<file path="config.mk">
export PLATFORM = sky130hd
export DESIGN_NAME = piano_key_encoder
export DESIGN_NICKNAME = d
export VERILOG_FILES = /design/src/rtl/piano_key_encoder.sv
export SDC_FILE = /design/constraint.sdc
export NUM_CORES = 1
export LEC_CHECK = 0
export CAP_MARGIN = 40
export CORE_MARGIN = 2
export CORE_UTILIZATION = 30
export CTS_CLUSTER_DIAMETER = 40
export CTS_CLUSTER_SIZE = 20
export DETAILED_ROUTE_END_ITERATION = 8
export GPL_ROUTABILITY_DRIVEN = 0
export GPL_TIMING_DRIVEN = 0
export SETUP_SLACK_MARGIN = 0.1
export SLEW_MARGIN = 0
export SYNTH_ARGS = -nofsm -noshare
export SYNTH_HDL_FRONTEND = slang
export SYNTH_SLANG_ARGS = --single-unit
</file>
<file path="constraint.sdc">
create_clock -name clk -period 6 [get_ports clk]
set_input_delay 1.2 -clock clk [delete_from_list [all_inputs] [get_ports clk]]
set_output_delay 1.2 -clock clk [all_outputs]
set_load 0.02 [all_outputs]
</file>
<file path="src/rtl/piano_key_encoder.sv">
// Piano front end: synchronises and debounces 8 note keys plus an octave key,
// latches one held note with valid/strobe, and steps a 2-bit octave counter.
module piano_key_encoder #(
   parameter int DEB_CYCLES = 20000,
   parameter int CNT_W      = 15
) (
   input  logic       clk,
   input  logic       rst_n,
   input  logic [7:0] key_in,
   input  logic       oct_key,
   output logic [2:0] note_code,
   output logic       note_valid,
   output logic       note_strobe,
   output logic [1:0] oct_code
);

   typedef enum logic [1:0] {
      IDLE = 2'b00,
      HELD = 2'b01
   } state_t;

   logic [8:0]       sync1_q;
   logic [8:0]       sync2_q;
   logic [8:0]       stable_q;
   logic [CNT_W-1:0] cnt_q [9];
   logic             octPrev_q;
   logic [1:0]       oct_q;
   logic [1:0]       oct_d;

   state_t           state_q;
   state_t           state_d;
   logic [2:0]       code_q;
   logic [2:0]       code_d;
   logic             valid_q;
   logic             valid_d;
   logic             strobe_q;
   logic             strobe_d;
   logic [2:0]       lowIdx;

   // Bit 8 carries the octave key so all nine inputs share one sync/debounce path.
   always_ff @(posedge clk or negedge rst_n) begin
      if (!rst_n) begin
         sync1_q  <= '0;
         sync2_q  <= '0;
         stable_q <= '0;
         for (int i = 0; i < 9; i++) cnt_q[i] <= '0;
      end else begin
         sync1_q <= {oct_key, key_in};
         sync2_q <= sync1_q;
         for (int i = 0; i < 9; i++) begin
            if (sync2_q[i] == stable_q[i]) begin
               cnt_q[i] <= '0;
            end else if (cnt_q[i] == CNT_W'(DEB_CYCLES - 1)) begin
               stable_q[i] <= sync2_q[i];
               cnt_q[i]    <= '0;
            end else begin
               cnt_q[i] <= cnt_q[i] + CNT_W'(1);
            end
         end
      end
   end

   always_comb begin
      lowIdx = 3'd0;
      for (int i = 7; i >= 0; i--) begin
         if (stable_q[i]) lowIdx = 3'(i);
      end
   end

   always_comb begin
      state_d  = state_q;
      code_d   = code_q;
      valid_d  = valid_q;
      strobe_d = 1'b0;
      case (state_q)
         IDLE: begin
            valid_d = 1'b0;
            if (|stable_q[7:0]) begin
               code_d   = lowIdx;
               valid_d  = 1'b1;
               strobe_d = 1'b1;
               state_d  = HELD;
            end
         end
         HELD: begin
            if (!stable_q[code_q]) begin
               valid_d = 1'b0;
               state_d = IDLE;
            end
         end
         default: begin
            valid_d = 1'b0;
            state_d = IDLE;
         end
      endcase
   end

   assign oct_d = (stable_q[8] && !octPrev_q) ? oct_q + 2'd1 : oct_q;

   always_ff @(posedge clk or negedge rst_n) begin
      if (!rst_n) begin
         state_q   <= IDLE;
         code_q    <= '0;
         valid_q   <= 1'b0;
         strobe_q  <= 1'b0;
         octPrev_q <= 1'b0;
         oct_q     <= '0;
      end else begin
         state_q   <= state_d;
         code_q    <= code_d;
         valid_q   <= valid_d;
         strobe_q  <= strobe_d;
         octPrev_q <= stable_q[8];
         oct_q     <= oct_d;
      end
   end

   assign note_code   = code_q;
   assign note_valid  = valid_q;
   assign note_strobe = strobe_q;
   assign oct_code    = oct_q;

endmodule
</file>
==> impl_summary.md, run 1 <==
Outcome
The run finished with clean final reports.

Clock tree
TritonCTS created 17 clock buffers. TritonCTS built the clock tree. The post-CTS setup-driven buffer insertion count is 0. The clock net sink count is 171. Gates resized during post-CTS repair numbered 0. The number of buffers on the longest clock path is 2. In this run the clock root is driven by a sky130_fd_sc_hd__clkbuf_16. The H-tree generated during clock tree synthesis spans 4 levels.

Clock-pin slew was measured on the worst setup and hold paths at 0.07 ns. The insertion delay of the later-clocked pin in the worst-skew pair is 0.43 ns. The number of hold-repair buffers added at the cts stage is 0.

Global route
The first global-routing pass estimated between 20 and 25 mm of wire. The met2 track demand over resource in global routing is 16.60%. In this run the most used layer during global routing was met2. The number of antenna violations at the first check in global routing is 0.

The number of global-route vias before repair is 5,264. The routing usage on met1 is around 15%. The met3 usage is between 2 and 3%. The global-route usage over all layers is 10.66%.

The total congestion overflow after global routing is 0. Entering global routing, the biggest net connects 87 pins.

STA
The number of endpoints with negative hold slack in the final report came to 0. The final count of pins violating max slew came to 0. Setup repair after global routing left no endpoint under its margin. Headroom to the max-slew limit came out at 55.30%. The post-route clock period utilization is 46.59%. Setup violations remaining at the end of the flow were counted as 0.

The slew at the pin with the worst max-slew slack is 0.6705 ns. Clock skew on the completed layout was measured at 0.01124 ns. For the finished layout, the period the worst path requires is 2.796 ns. The achievable clock frequency is 357.7 MHz.

Yosys
Synthesis inferred 171 register bits. After Yosys synthesis, and, or, nand and nor cells account for roughly a quarter of the synthesized area. The average cell area after synthesis is 10.34 um^2. By area, the combinational part of the netlist is dominated by simple AND/OR/NAND/NOR gates.

The area share of fa/ha/maj cells after synthesis is 1.433%. The share of the synthesized area in compound gates (AO/OA/AOI/OAI) is under 10%. The number of instances in the synthesized netlist is 760. For this run, the register share of the synthesized area comes to 54.45%.

Among all flip-flop cells after synthesis, the most frequent one is sky130_fd_sc_hd__dfrtp_1. The post-synthesis net count is 780. The fraction of synthesized cell area in xor and xnor cells is a little over an eighth. The fraction of registers with async set/reset is between 90% and 100%. In the synthesized netlist, mux cells make up 1.974% of the area. The count of unique library cells instantiated by Yosys is 35. The count of flip-flops with a built-in enable after synthesis is 0.

Yosys printed 0 warnings. Summing every instance area after synthesis gives 7859 um^2.

Worst setup path
STA classifies the critical path startpoint as a register. The capturing point of the worst reg2reg path is cnt_q[99]. The cell class contributing the biggest share of worst-path delay is buffers and inverters. The slowest stage of the critical path belongs to the cell sky130_fd_sc_hd__clkdlybuf4s50_1.

The number of cells on the critical path is 1. The slack of the worst reg-to-reg path is 3.83 ns. The worst stage delay on the critical path is roughly 0.67 ns. Following the worst setup path forward leads to its endpoint at note_code[0]. The required time of the critical path is 4.80 ns. The data arrival time at the worst-slack endpoint is between 1.5 and 2 ns. The capturing element type of the critical path is a primary output. The buffering stage count on the worst path with inverters included is 1. The most critical setup path has its startpoint at note_code[0].

The start of the worst register-to-register path is cnt_q[90]. The path depth of the worst reg2reg path is 7. The signal on the critical path passes through clkdlybuf4s50_1. The maximum net fanout on the critical path is 5. The class of the most critical setup path is register to primary output.

Cells and area
Compared with the post-synthesis result, the final layout area differs by 15.19%. Cells fill 34.94% of the core in the end. The post-route cell area is 9052 um^2. After the last flow step, the layout net total stands at 817. 0 antenna diodes ended up in the layout. The fraction of final layout cells with drive strength greater than 1 is about 6.4%. The number of filler instances in the final layout is 2,571. The post-layout instance count excluding filler cells is roughly 1,100.

Detailed routing
The post-detailed-route count of antenna-violating nets is 0. The average vias per placed instance is 4.732. Detailed routing inserted a total of 5,413 vias. The total wirelength of the detailed-routed design is 13.79 mm. For this run, the detailed router's first-pass iteration total came to 5.

For this run, design rule violations remaining after detail routing come to 0. The per-cell routed wire length is 12.05 um. The initial detailed-routing violation count is 379.

Floorplan
The placement row count is 59. The horizontal extent of the die is 165.9 um. The floorplan die height is 165.9 um. 18 I/O pins were placed.

The starting utilization of the core area is between 30% and 40%. The die covers 27,510 um^2. The core region is 25,910 um^2.

Place
The placed instance area is between 8000 and 9000 um^2. Buffers placed on the I/O ports in this run total 17. Once placement completed, the tool counted placed cells totaling 1,113.

The HPWL after detailed placement is 9.203 mm.

Power
The worst-case IR drop observed on VDD is about 0.00015 V. The total power divided by cell area is ~260 nW/um^2. In this run the static leakage power is between 3 and 4 nW. The overall power of the completed layout is 2.345 mW.

Hold path
The path type of the worst min-delay path is register to register.

Job
Max-cap violations in this run came to 0.
## flip-flops by register name, indices dropped and copies added (netlist names)
| name | count |
|---|---|
| sync2_q | 9 |
| stable_q | 9 |
| note_code | 3 |
| cnt_q | 135 |
| oct_code | 2 |
| note_valid | 1 |
| octPrev_q | 1 |
| state_q | 1 |
| note_strobe | 1 |
| sync1_q | 9 |
## cell usage after synthesis (2+ instances only)
library cell / number / area share [%]
sky130_fd_sc_hd__nor2_1: 140 / 6.7
sky130_fd_sc_hd__ha_1: 9 / 1.4
sky130_fd_sc_hd__and2_1: 2 / 0.16
sky130_fd_sc_hd__a21oi_1: 7 / 0.45
sky130_fd_sc_hd__xor2_1: 42 / 4.7
sky130_fd_sc_hd__nand2_1: 41 / 2.0
sky130_fd_sc_hd__buf_6: 3 / 0.43
sky130_fd_sc_hd__inv_1: 19 / 0.91
sky130_fd_sc_hd__dfrtp_1: 171 / 54
sky130_fd_sc_hd__mux2i_1: 2 / 0.25
sky130_fd_sc_hd__nand2b_2: 3 / 0.33
sky130_fd_sc_hd__and3_1: 14 / 1.1
sky130_fd_sc_hd__mux2_2: 6 / 0.86
sky130_fd_sc_hd__clkbuf_1: 16 / 0.76
sky130_fd_sc_hd__o41ai_1: 2 / 0.22
sky130_fd_sc_hd__nor4b_1: 6 / 0.67
sky130_fd_sc_hd__nand2b_1: 7 / 0.56
sky130_fd_sc_hd__and4_1: 9 / 1.0
sky130_fd_sc_hd__xnor2_1: 80 / 8.9
sky130_fd_sc_hd__or3_1: 5 / 0.40
sky130_fd_sc_hd__or4_4: 3 / 0.43
sky130_fd_sc_hd__nand3b_1: 2 / 0.19
sky130_fd_sc_hd__nand4_1: 46 / 3.7
sky130_fd_sc_hd__mux2_4: 3 / 0.57
sky130_fd_sc_hd__or4_1: 4 / 0.38
sky130_fd_sc_hd__nand3_1: 51 / 3.2
sky130_fd_sc_hd__or4bb_1: 3 / 0.43
sky130_fd_sc_hd__o21ai_0: 6 / 0.38
sky130_fd_sc_hd__nor3_1: 27 / 1.7
sky130_fd_sc_hd__nor4_1: 26 / 2.1
## cells by family after synthesis
| group | Yosys count |
|---|---|
| compound gates | 18 |
| flops | 171 |
| fa+ha+maj | 9 |
| mux | 12 |
| buf+inv | 38 |
| xor+xnor | 122 |
| simple gates | 390 |
## metal layers
| metal | vias to the layer above | routed length [um] |
|---|---|---|
| met5 | - | 0 |
| met4 | 0 | 97 |
| met3 | 7 | 419 |
| met2 | 66 | 6269 |
| met1 | 2635 | 7005 |
| li1 | 2705 | - |
## where the power goes
| group | internal [mW] | total (mW) | leakage, nW | switching, mW |
|---|---|---|---|---|
| clock network | 0.591 | 1.07 | 0.274 | 0.479 |
| registers | 1.17 | 1.19 | 2.33 | 0.0211 |
| logic | 0.0282 | 0.0797 | 1.09 | 0.0515 |
| total | 1.79 | 2.34 | 3.69 | 0.552 |
## metrics by stage
stage	setup slack, ns	hold WS [ns]	setup TNS, ns
after floorplan	4.116	0.3312	0
after global placement	-3.481	0.3355	-593.40
after detailed placement	3.659	0.3355	0
after CTS	3.187	0.3505	0
after global routing	3.134	0.3542	0
final	3.204	0.3487	0
## placed cells by master (no fill, tap or decap), types with 4 or more instances in the layout
cell type / n
sky130_fd_sc_hd__and4_1: 9
sky130_fd_sc_hd__nand2b_1: 7
sky130_fd_sc_hd__dfrtp_1: 171
sky130_fd_sc_hd__clkbuf_1: 16
sky130_fd_sc_hd__and3_1: 14
sky130_fd_sc_hd__inv_1: 19
sky130_fd_sc_hd__inv_6: 4
sky130_fd_sc_hd__nand2_1: 41
sky130_fd_sc_hd__mux2_2: 6
sky130_fd_sc_hd__ha_1: 9
sky130_fd_sc_hd__nand4_1: 46
sky130_fd_sc_hd__nor4b_1: 6
sky130_fd_sc_hd__xor2_1: 42
sky130_fd_sc_hd__nand3_1: 51
sky130_fd_sc_hd__o21ai_0: 6
sky130_fd_sc_hd__or3_1: 5
sky130_fd_sc_hd__clkbuf_16: 17
sky130_fd_sc_hd__xnor2_1: 80
sky130_fd_sc_hd__a21oi_1: 7
sky130_fd_sc_hd__nor3_1: 27
sky130_fd_sc_hd__or4_1: 4
sky130_fd_sc_hd__nor4_1: 26
sky130_fd_sc_hd__nor2_1: 140
sky130_fd_sc_hd__clkdlybuf4s50_1: 16
## worst register-to-register path, cell delays in order (launching register included)
cell and delay, ns:
sky130_fd_sc_hd__dfrtp_1 0.41, sky130_fd_sc_hd__ha_1 0.24, sky130_fd_sc_hd__and4_1 0.21, sky130_fd_sc_hd__clkbuf_1 0.25, sky130_fd_sc_hd__nand4_1 0.21, sky130_fd_sc_hd__nand2b_1 0.23
sky130_fd_sc_hd__clkbuf_1 0.39, sky130_fd_sc_hd__nor2_1 0.10
## layout make-up
| class | instances | area, um^2 | share of cell area, % |
|---|---|---|---|
| Timing Repair Buffer | 18 | 202.7 | 2.239 |
| Multi-Input combinational cell | 551 | 3415 | 37.72 |
| Clock buffer | 18 | 439.2 | 4.851 |
| Inverter | 19 | 71.32 | 0.7878 |
| Clock inverter | 13 | 132.6 | 1.465 |
| Tap cell | 335 | 419.2 | 4.630 |
| Buffer | 19 | 93.84 | 1.037 |
| Sequential cell | 171 | 4279 | 47.27 |
## how the worst min path moves through the flow
stage | end | start | cells after the start
after floorplan | sync2_q[0] | sync1_q[0] | 0
after global placement | sync2_q[8] | sync1_q[8] | 0
after detailed placement | sync2_q[6] | sync1_q[6] | 0
after CTS | sync2_q[6] | sync1_q[6] | 0
after global routing | sync2_q[8] | sync1_q[8] | 0
final | sync2_q[8] | sync1_q[8] | 0
Power figures use the tool's default switching activity.
==> run 2, diff against run 1 <==
Clock period 6 ns to 2.55 ns, I/O delays scaled along.
==> results of run 2 <==
The final DEF is identical to that of run 1. Status: completed.
Among the figures that moved: setup slack after placement 3.659 ns -> 0.3733 ns; setup slack after layout 3.204 ns -> 0.3809 ns; hold slack 0.3487 ns -> 0.06609 ns; start point of the critical path note_code[0] -> cnt_q[90]; end point of the critical path note_code[0] -> cnt_q[99]; register-to-register setup slack 3.83 ns -> 0.38 ns; total power 2.345 mW -> 5.517 mW; worst IR drop on VDD 0.0001495 V -> 0.0003517 V
